--- src/rtl/lbp_hist.sv ---
// lbp_hist -- 16-bin histogram of the upper nibble of LBP codes over the
// interior 6x6 pixels of an 8x8 LBP result image.
//
// When start is pulsed, the block reads the 36 interior codes in raster order
// and counts each code in bin code[7:4]. It then offers bins 0..15 downstream
// using a valid/ready handshake, and finishes with a one-cycle done pulse.
//
// Ports:
//   clk          rising-edge clock
//   reset        asynchronous, active-high reset
//   start        single-cycle pulse that begins a pass (honoured only in IDLE)
//   lbp_rd_addr  LBP memory read address {y[2:0],x[2:0]}
//   lbp_rd_req   read request, high only while lbp_rd_addr is valid
//   lbp_rd_data  LBP code, valid the cycle after its request
//   hist_valid   histogram bin offered
//   hist_bin     index of the offered bin
//   hist_count   count of the offered bin (0..36)
//   hist_ready   downstream accepts on an edge where hist_valid is also high
//   done         one-cycle pulse after bin 15 is accepted
module lbp_hist (
   input  logic       clk,
   input  logic       reset,
   input  logic       start,
   output logic [5:0] lbp_rd_addr,
   output logic       lbp_rd_req,
   input  logic [7:0] lbp_rd_data,
   output logic       hist_valid,
   output logic [3:0] hist_bin,
   output logic [5:0] hist_count,
   input  logic       hist_ready,
   output logic       done
);

   typedef enum logic [2:0] {IDLE, READ, DRAIN, OUTPUT, DONE} state_t;

   localparam logic [5:0] FIRST_ADDR = 6'd9;   // x=1, y=1
   localparam logic [5:0] LAST_ADDR  = 6'd54;  // x=6, y=6

   state_t     state, state_next;
   logic       data_valid;        // lbp_rd_data carries a requested code this cycle
   logic [5:0] counter      [16];
   logic [5:0] counter_next [16];
   logic [5:0] addr_next;
   logic [3:0] bin_next;
   logic       last_addr;

   assign last_addr = (lbp_rd_addr == LAST_ADDR);
   assign bin_next  = hist_bin + 4'd1;

   // Raster step across the interior: x wraps from 6 back to 1 and y advances.
   always_comb begin
      if (lbp_rd_addr[2:0] == 3'd6)
         addr_next = {lbp_rd_addr[5:3] + 3'd1, 3'd1};
      else
         addr_next = {lbp_rd_addr[5:3], lbp_rd_addr[2:0] + 3'd1};
   end

   // State register.
   // NOTE: sequential state is updated with non-blocking assignments, so every
   // flop samples values from before the edge and the process order is irrelevant.
   always_ff @(posedge clk or posedge reset) begin
      if (reset)
         state <= IDLE;
      else
         state <= state_next;
   end

   // Next-state logic.
   // NOTE: state_next is assigned a default first. Without that default, a path
   // that does not assign it would infer a latch.
   always_comb begin
      state_next = state;
      case (state)
         IDLE:    if (start) state_next = READ;
         READ:    if (last_addr) state_next = DRAIN;
         DRAIN:   state_next = OUTPUT;
         OUTPUT:  if (hist_ready && hist_bin == 4'd15) state_next = DONE;
         DONE:    state_next = IDLE;
         default: state_next = IDLE;
      endcase
   end

   // Counter update for this cycle. Clearing at pass start and counting the
   // returned data never occur together, because data only returns in READ/DRAIN.
   always_comb begin
      for (int i = 0; i < 16; i++)
         counter_next[i] = counter[i];
      if (state == IDLE && start) begin
         for (int i = 0; i < 16; i++)
            counter_next[i] = 6'd0;
      end else if (data_valid) begin
         counter_next[lbp_rd_data[7:4]] = counter[lbp_rd_data[7:4]] + 6'd1;
      end
   end

   // Registered counters and outputs.
   // NOTE: the 16 counters are reset explicitly. A reset must abort a pass and
   // leave no stale histogram, so this storage cannot be left uninitialised.
   always_ff @(posedge clk or posedge reset) begin
      if (reset) begin
         for (int i = 0; i < 16; i++)
            counter[i] <= 6'd0;
         data_valid  <= 1'b0;
         lbp_rd_addr <= 6'd0;
         lbp_rd_req  <= 1'b0;
         hist_valid  <= 1'b0;
         hist_bin    <= 4'd0;
         hist_count  <= 6'd0;
         done        <= 1'b0;
      end else begin
         for (int i = 0; i < 16; i++)
            counter[i] <= counter_next[i];
         data_valid <= lbp_rd_req;
         case (state)
            IDLE: begin
               if (start) begin
                  lbp_rd_addr <= FIRST_ADDR;
                  lbp_rd_req  <= 1'b1;
               end
            end
            READ: begin
               if (last_addr) begin
                  lbp_rd_req  <= 1'b0;
                  lbp_rd_addr <= 6'd0;
               end else begin
                  lbp_rd_addr <= addr_next;
               end
            end
            DRAIN: begin
               // The last code lands on this edge, so bin 0 comes from the
               // updated value rather than from the register.
               hist_valid <= 1'b1;
               hist_bin   <= 4'd0;
               hist_count <= counter_next[0];
            end
            OUTPUT: begin
               if (hist_ready) begin
                  if (hist_bin == 4'd15) begin
                     hist_valid <= 1'b0;
                     hist_count <= 6'd0;
                     done       <= 1'b1;
                  end else begin
                     hist_bin   <= bin_next;
                     hist_count <= counter[bin_next];
                  end
               end
            end
            DONE: begin
               done     <= 1'b0;
               hist_bin <= 4'd0;
            end
            default: ;
         endcase
      end
   end

endmodule

--- config.mk ---
export PLATFORM = sky130hd
export DESIGN_NAME = lbp_hist
export DESIGN_NICKNAME = d
export VERILOG_FILES = /design/src/rtl/lbp_hist.sv
export SDC_FILE = /design/constraint.sdc
export NUM_CORES = 1
export LEC_CHECK = 0
export BUFFER_PORTS_ARGS = -buffer_cell sky130_fd_sc_hd__buf_4
export CORE_ASPECT_RATIO = 0.75
export CORE_MARGIN = 2
export CORE_UTILIZATION = 67
export DETAILED_ROUTE_END_ITERATION = 16
export PLACE_DENSITY = 0.86
export SKIP_LAST_GASP = 1
export SYNTH_ARGS = -nofsm -noshare
export SYNTH_HDL_FRONTEND = slang
export SYNTH_SLANG_ARGS = --single-unit
--- constraint.sdc ---
create_clock -name clk -period 5.9 [get_ports clk]
set_input_delay 0.885 -clock clk [delete_from_list [all_inputs] [get_ports clk]]
set_output_delay 0.885 -clock clk [all_outputs]
set_load 0.05 [all_outputs]
==> results.cfg, run 1 <==
[synthesis]
syn_avg_cell_area_um2 = 11.3
synth-edff-count = 0
synthesis.nets = 590
synth_seq_cells = 119
seq_area_frac_synth_pct = 45.9
synth-compound-area-share_pct = 15.9
synthFlopType = dfrtp_1
synthAdderAreaFrac_pct = 0.579
synth_area_mm2 = 0.00648
netlist.top_cell.by_area = dfrtp_1
yosys_warnings = 0
synthCells = 575
synthMuxAreaShare_pct = 22.3
synth-simple-area-share_pct = 11.1
synth_cell_types = 48
synth_top_area_share_pct = 45.9
ys_async_sr_fraction_pct = 100
synth_top_family_by_area = multiplexers
synth_xor_area_share_pct = 1.02
synth_area_leaders = dfrtp_1 (46%), mux4_2 (17%), mux2i_1 (5.3%), a211oi_1 (4.7%), nor2_1 (4.5%)

[setup_path]
reg2regPathDepth = 7
setup.worst_path.start_class = input pin
cp_max_fo = 28
crit_start = lbp_rd_data[4]
setup.worst_path.class = in -> reg
required_ns = 6.20
endpoint = hist_count[2]
timing.rr.end = hist_count[2]
crit_arrival_ns = 4.35
end_kind = flip-flop
rr_startpoint = counter[72]
r2r_slack_ns = 2.48

[placement]
gp_congestion = 0.918
portBuffers = 26
placed_cell_area_mm2 = 0.00672
dp_hpwl_mm = 10.8
place_inst = 700

[floorplanning]
rows = 31
start_util_pct = 67.9
ioPinCount = 31
dieArea_mm2 = 0.0105
die_w_um = 118
dieHeight_um = 89.2
coreArea_mm2 = 0.00954

[grt]
use_met2_pct = 54.2
grt_pass1_wl_mm = 26.9
grt_max_degree = 65
met1_usage_pct = 46.2
grt-ovfl-total = 0
antenna_found_initial = 0
grt-busiest-layer = met2
grtUsageMet3_pct = 10.9
grt_pass1_vias = 5014
grtUsageTotal_pct = 34.3

[routing]
drt_pass1_iterations = 5
drt_iter0_markers = 683
drc_errors = 0
ant_nets = 0
routedWlPerCell_um = 22.7
vias_per_cell = 7.00
via_count = 5115
wl_mm = 16.6

[timing]
holdWs_ns = 0.437
tightestPinTransition_ns = 0.914
fmax_mhz = 247
fin_crit_ns = 4.05
setup_tns_ns = 0
hold_viol = 0
slew_viol_final = 0
fin_crit_sh_pct = 68.7
rsz0062_at_grt = false
finalSetupViolCount = 0
max-slew-margin-rel_pct = 38.8
fin_skew_ns = 0.00749

[cts]
clk-insertion-delay-late_ns = 0.42
clk_pin_slew_ns = 0.05
cts_setup_buffers = 0
clockBufferDepth = 2
hold_buffers = 0
numCtsBuffers = 17
cts_tree = done
ctsResizeCount = 0
clockRootBuffer = clkbuf_16
h-tree-depth = 4
clock-sinks = 119

[power_and_ir_drop]
cellPowerDensity_mw_per_mm2 = 563
ir_worst_vdd_v = 0.000316
p_leak_uw = 0.00302

[finish]
antennaDiodeCount = 0
fin_cells = 731
final_layout_size_suffix_gt1_share_pct = 21.0
final_area_mm2 = 0.00734
layout-area-overhead-vs-synth_pct = 13.3
nNetsFinal = 602

[hold_path]
min_path_type = reg -> reg

[outcome]
status = completed

[flow_run]
drv_cap = 0
## where the power goes
group | switching, uW | internal (uW)
registers | 264 | 1130
clock network | 360 | 734
logic | 910 | 735
total | 1530 | 2600
## layer usage
metal  up-vias  routed length [um]
met2       313                7850
met3        48                1750
met1      2561                6680
li1       2193                   -
met4         0                 340
met5         -                   0
## stage by stage
stage          total power, uW  utilization (%)  setup WS [ns]
2_1_floorplan             2560                -           1.86
3_3_place_gp              2900             70.4           1.67
3_5_place_dp              2990             70.4           1.51
4_1_cts                   4100             76.9           1.94
5_1_grt                   4320             76.9           1.65
6_report                  4130             76.9           1.85
## final cells by class
type	count	area, um^2
Multi-Input combinational cell	412	3310
Timing Repair Buffer	34	255
Tap cell	132	165
Sequential cell	119	2980
Clock inverter	9	148
Fill cell	608	2200
Clock buffer	22	474
Inverter	3	13.8
## flip-flops by register name, indices dropped and copies added (netlist names)
register,count
hist_count,6
lbp_rd_req,1
lbp_rd_addr,6
data_valid,1
hist_bin,4
state,3
counter,96
done,1
hist_valid,1
## Yosys cell counts, types with 2 or more instances
cell	n
nand3b_1	4
xnor2_2	2
nand4_1	3
nor3_1	4
a211oi_1	41
clkbuf_1	23
mux2i_1	34
buf_1	6
nand2_1	36
ha_1	3
buf_6	3
nor2_1	77
or2_2	3
a21oi_1	38
and2_1	3
and3_1	2
inv_1	3
nand3_1	9
dfrtp_1	119
a222oi_1	2
a221o_1	2
nor4b_1	2
o21ai_0	52
a21o_1	3
a22oi_1	12
a211o_1	3
mux4_2	49
nor2b_1	7
nand2b_1	4
buf_2	8
## worst max-delay path: stages
cell,delay (ns)
buf_4,0.44
mux4_2,0.62
a22oi_1,0.20
nand2_1,0.47
ha_1,0.50
xnor2_2,0.71
a21oi_1,0.19
a221o_1,0.32
## worst min-delay path by stage
| stage | start | end | slack [ns] | cells past startpoint |
|---|---|---|---|---|
| 3_3_place_gp | lbp_rd_req | data_valid | 0.40 | 0 |
| 3_5_place_dp | lbp_rd_req | data_valid | 0.42 | 0 |
| 2_1_floorplan | counter[1] | counter[1] | 0.50 | 2 |
| 6_report | lbp_rd_req | data_valid | 0.44 | 0 |
| 4_1_cts | lbp_rd_req | data_valid | 0.43 | 0 |
| 5_1_grt | lbp_rd_req | data_valid | 0.45 | 0 |
## cell usage in the layout (no fill, tap or decap), types with 2 or more instances in the layout
master and instances:
a211o_1 3, a211oi_1 41, a21o_1 3, a21oi_1 38
a221o_1 2, a222oi_1 2, a22oi_1 12, and2_1 3
and3_1 2, buf_4 34, bufinv_16 4, clkbuf_1 2
clkbuf_16 17, clkbuf_8 3, clkinv_2 4, dfrtp_1 119
ha_1 3, inv_1 2, mux2i_1 34, mux4_2 49
nand2_1 36, nand2b_1 4, nand3_1 9, nand3b_1 4
nand4_1 3, nor2_1 77, nor2b_1 7, nor3_1 4
o21ai_0 52, or2_2 3, xnor2_2 2
## cells by family after synthesis
group / count (synthesis)
AO/OA/AOI/OAI: 162
XOR/XNOR: 5
adder cells (fa/ha/maj): 3
buffers and inverters: 44
flip-flops: 119
multiplexers: 83
AND/OR/NAND/NOR: 159
Power figures use the tool's default switching activity.
==> inputs of run 2 (changes only) <==
- CORE_UTILIZATION: 67 -> 56
- PLACE_DENSITY: 0.86 -> 0.77
- clock period: 5.9 -> 3.7 ns (I/O delays scaled with it)
==> run 2 against run 1 <==
Compared with the run above: combinational power up 65%; cell area increased by 1.3%; clock power rose by 64%; worst setup slack lost 1.1 ns; largest power group unchanged.
==> results.cfg, run 2 (synthesized netlist as in run 1, its figures left out) <==
[timing]
rsz0062_at_grt = false
hold_viol = 0
fin_crit_sh_pct = 79.6
max-slew-margin-rel_pct = 30.4
fmax_mhz = 340
setup_tns_ns = 0
fin_crit_ns = 2.95
finalSetupViolCount = 0
fin_skew_ns = 0.00977
tightestPinTransition_ns = 1.04
slew_viol_final = 0

[finish]
final_layout_size_suffix_gt1_share_pct = 22.3
reg.largest.list = counter: 96 flops, hist_count: 6 flops, lbp_rd_addr: 6 flops
top_register = counter
nFillCells = 824
layout-area-overhead-vs-synth_pct = 14.8
multi_input_area_mm2 = 0.00331
fin_util_pct = 67.0
nNetsFinal = 608
layout_common_cells = dfrtp_1 (119), nor2_1 (77), o21ai_0 (52), mux4_2 (49), a211oi_1 (41)
largest_reg_flops = 96
ff_latch_area_mm2 = 0.00298
antennaDiodeCount = 0
mostFrequentLayoutCell = dfrtp_1

[grt]
grt-ovfl-total = 0
grtUsageTotal_pct = 30.1
grt_pass1_wl_mm = 28.2
grt_pass1_vias = 5065
grt_max_degree = 120
antenna_found_initial = 0

[cts]
cts_setup_buffers = 0
ctsResizeCount = 0
hold_buffers = 0
cts_tree = done
numCtsBuffers = 17
clk-insertion-delay-late_ns = 0.42
clockBufferDepth = 2
clockRootBuffer = clkbuf_16
clock-sinks = 119
h-tree-depth = 4
clk_pin_slew_ns = 0.06

[placement]
dp_hpwl_mm = 11.1
gp_congestion = 0.923
portBuffers = 26

[routing]
wl_mm = 17.3
drt_pass1_iterations = 6
ant_nets = 0
drc_errors = 0
vias_per_cell = 6.78
routedWlPerCell_um = 23.2
via_count = 5055
drt_iter0_markers = 517

[power_and_ir_drop]
ir_worst_vdd_v = 0.000563
p_leak_uw = 0.00305
cellPowerDensity_mw_per_mm2 = 905

[setup_path]
end_kind = flip-flop
required_ns = 4.00
setup.worst_path.start_class = flip-flop
crit_arrival_ns = 3.25
cp_max_fo = 28
crit_start = hist_bin[0]
rr_startpoint = hist_bin[0]
setup.worst_path.class = reg -> reg

[floorplanning]
rows = 33
ioPinCount = 31
start_util_pct = 58.4
die_w_um = 128
dieHeight_um = 97.2
coreArea_mm2 = 0.0111
dieArea_mm2 = 0.0125

[hold_path]
min_path_type = in -> async

[flow_run]
drv_cap = 0

[outcome]
status = completed
[run 2: worst paths after layout]
kind                            slack, ns              to  depth (start not counted)
min in group clk                     0.40      data_valid                          0
worst min register to register       0.40      data_valid                          0
max in group asynchronous            2.88     counter[73]                          3
worst max register to register       0.75   hist_count[2]                          7
worst max-delay path                 0.75   hist_count[2]                          7
worst min-delay path                 0.28  lbp_rd_addr[5]                          3
[run 2: report_power, final]
| group | switching (uW) | internal (uW) |
|---|---|---|
| Clock | 639 | 1150 |
| Sequential | 414 | 1800 |
| Combinational | 1500 | 1230 |
| Total | 2550 | 4180 |
[run 2: area by class of cell]
type                       instances  share of cell area, %
multi-input combinational        412                   44.5
sequential                       119                   40.0
clock buffer                      18                   5.90
timing repair buffer              40                   4.37
clock inverter                    14                   2.67
tap                              140                   2.35
inverter                           3                  0.202
[run 2: metrics by stage]
stage	setup WS (ns)	cell area, um^2	instances	total power, uW	hold slack [ns]
finish	0.755	7440	746	6730	0.280
CTS	0.821	7440	746	6710	0.349
global placement	0.573	6800	714	4730	0.385
floorplan	0.584	6480	575	4090	0.498
global route	0.627	7440	746	7090	0.366
detailed placement	0.474	6800	714	4870	0.393
[run 2: metal layers]
metal / global-route usage (%) / vias up / wire length [um]
li1: - / 2221 / -
met1: 43.4 / 2553 / 7290
met2: 43.3 / 249 / 8110
met3: 9.31 / 32 / 1640
met4: 11.2 / 0 / 295
met5: 0 / - / 0
[run 2: worst max-delay path, cell delays in order (launching register included)]
cell and delay (ns):
dfrtp_1 0.35, buf_4 0.45, nand3_1 0.16, xor2_1 0.84
nor2b_1 0.13, a211oi_1 0.48, a211oi_1 0.12, a221o_1 0.29
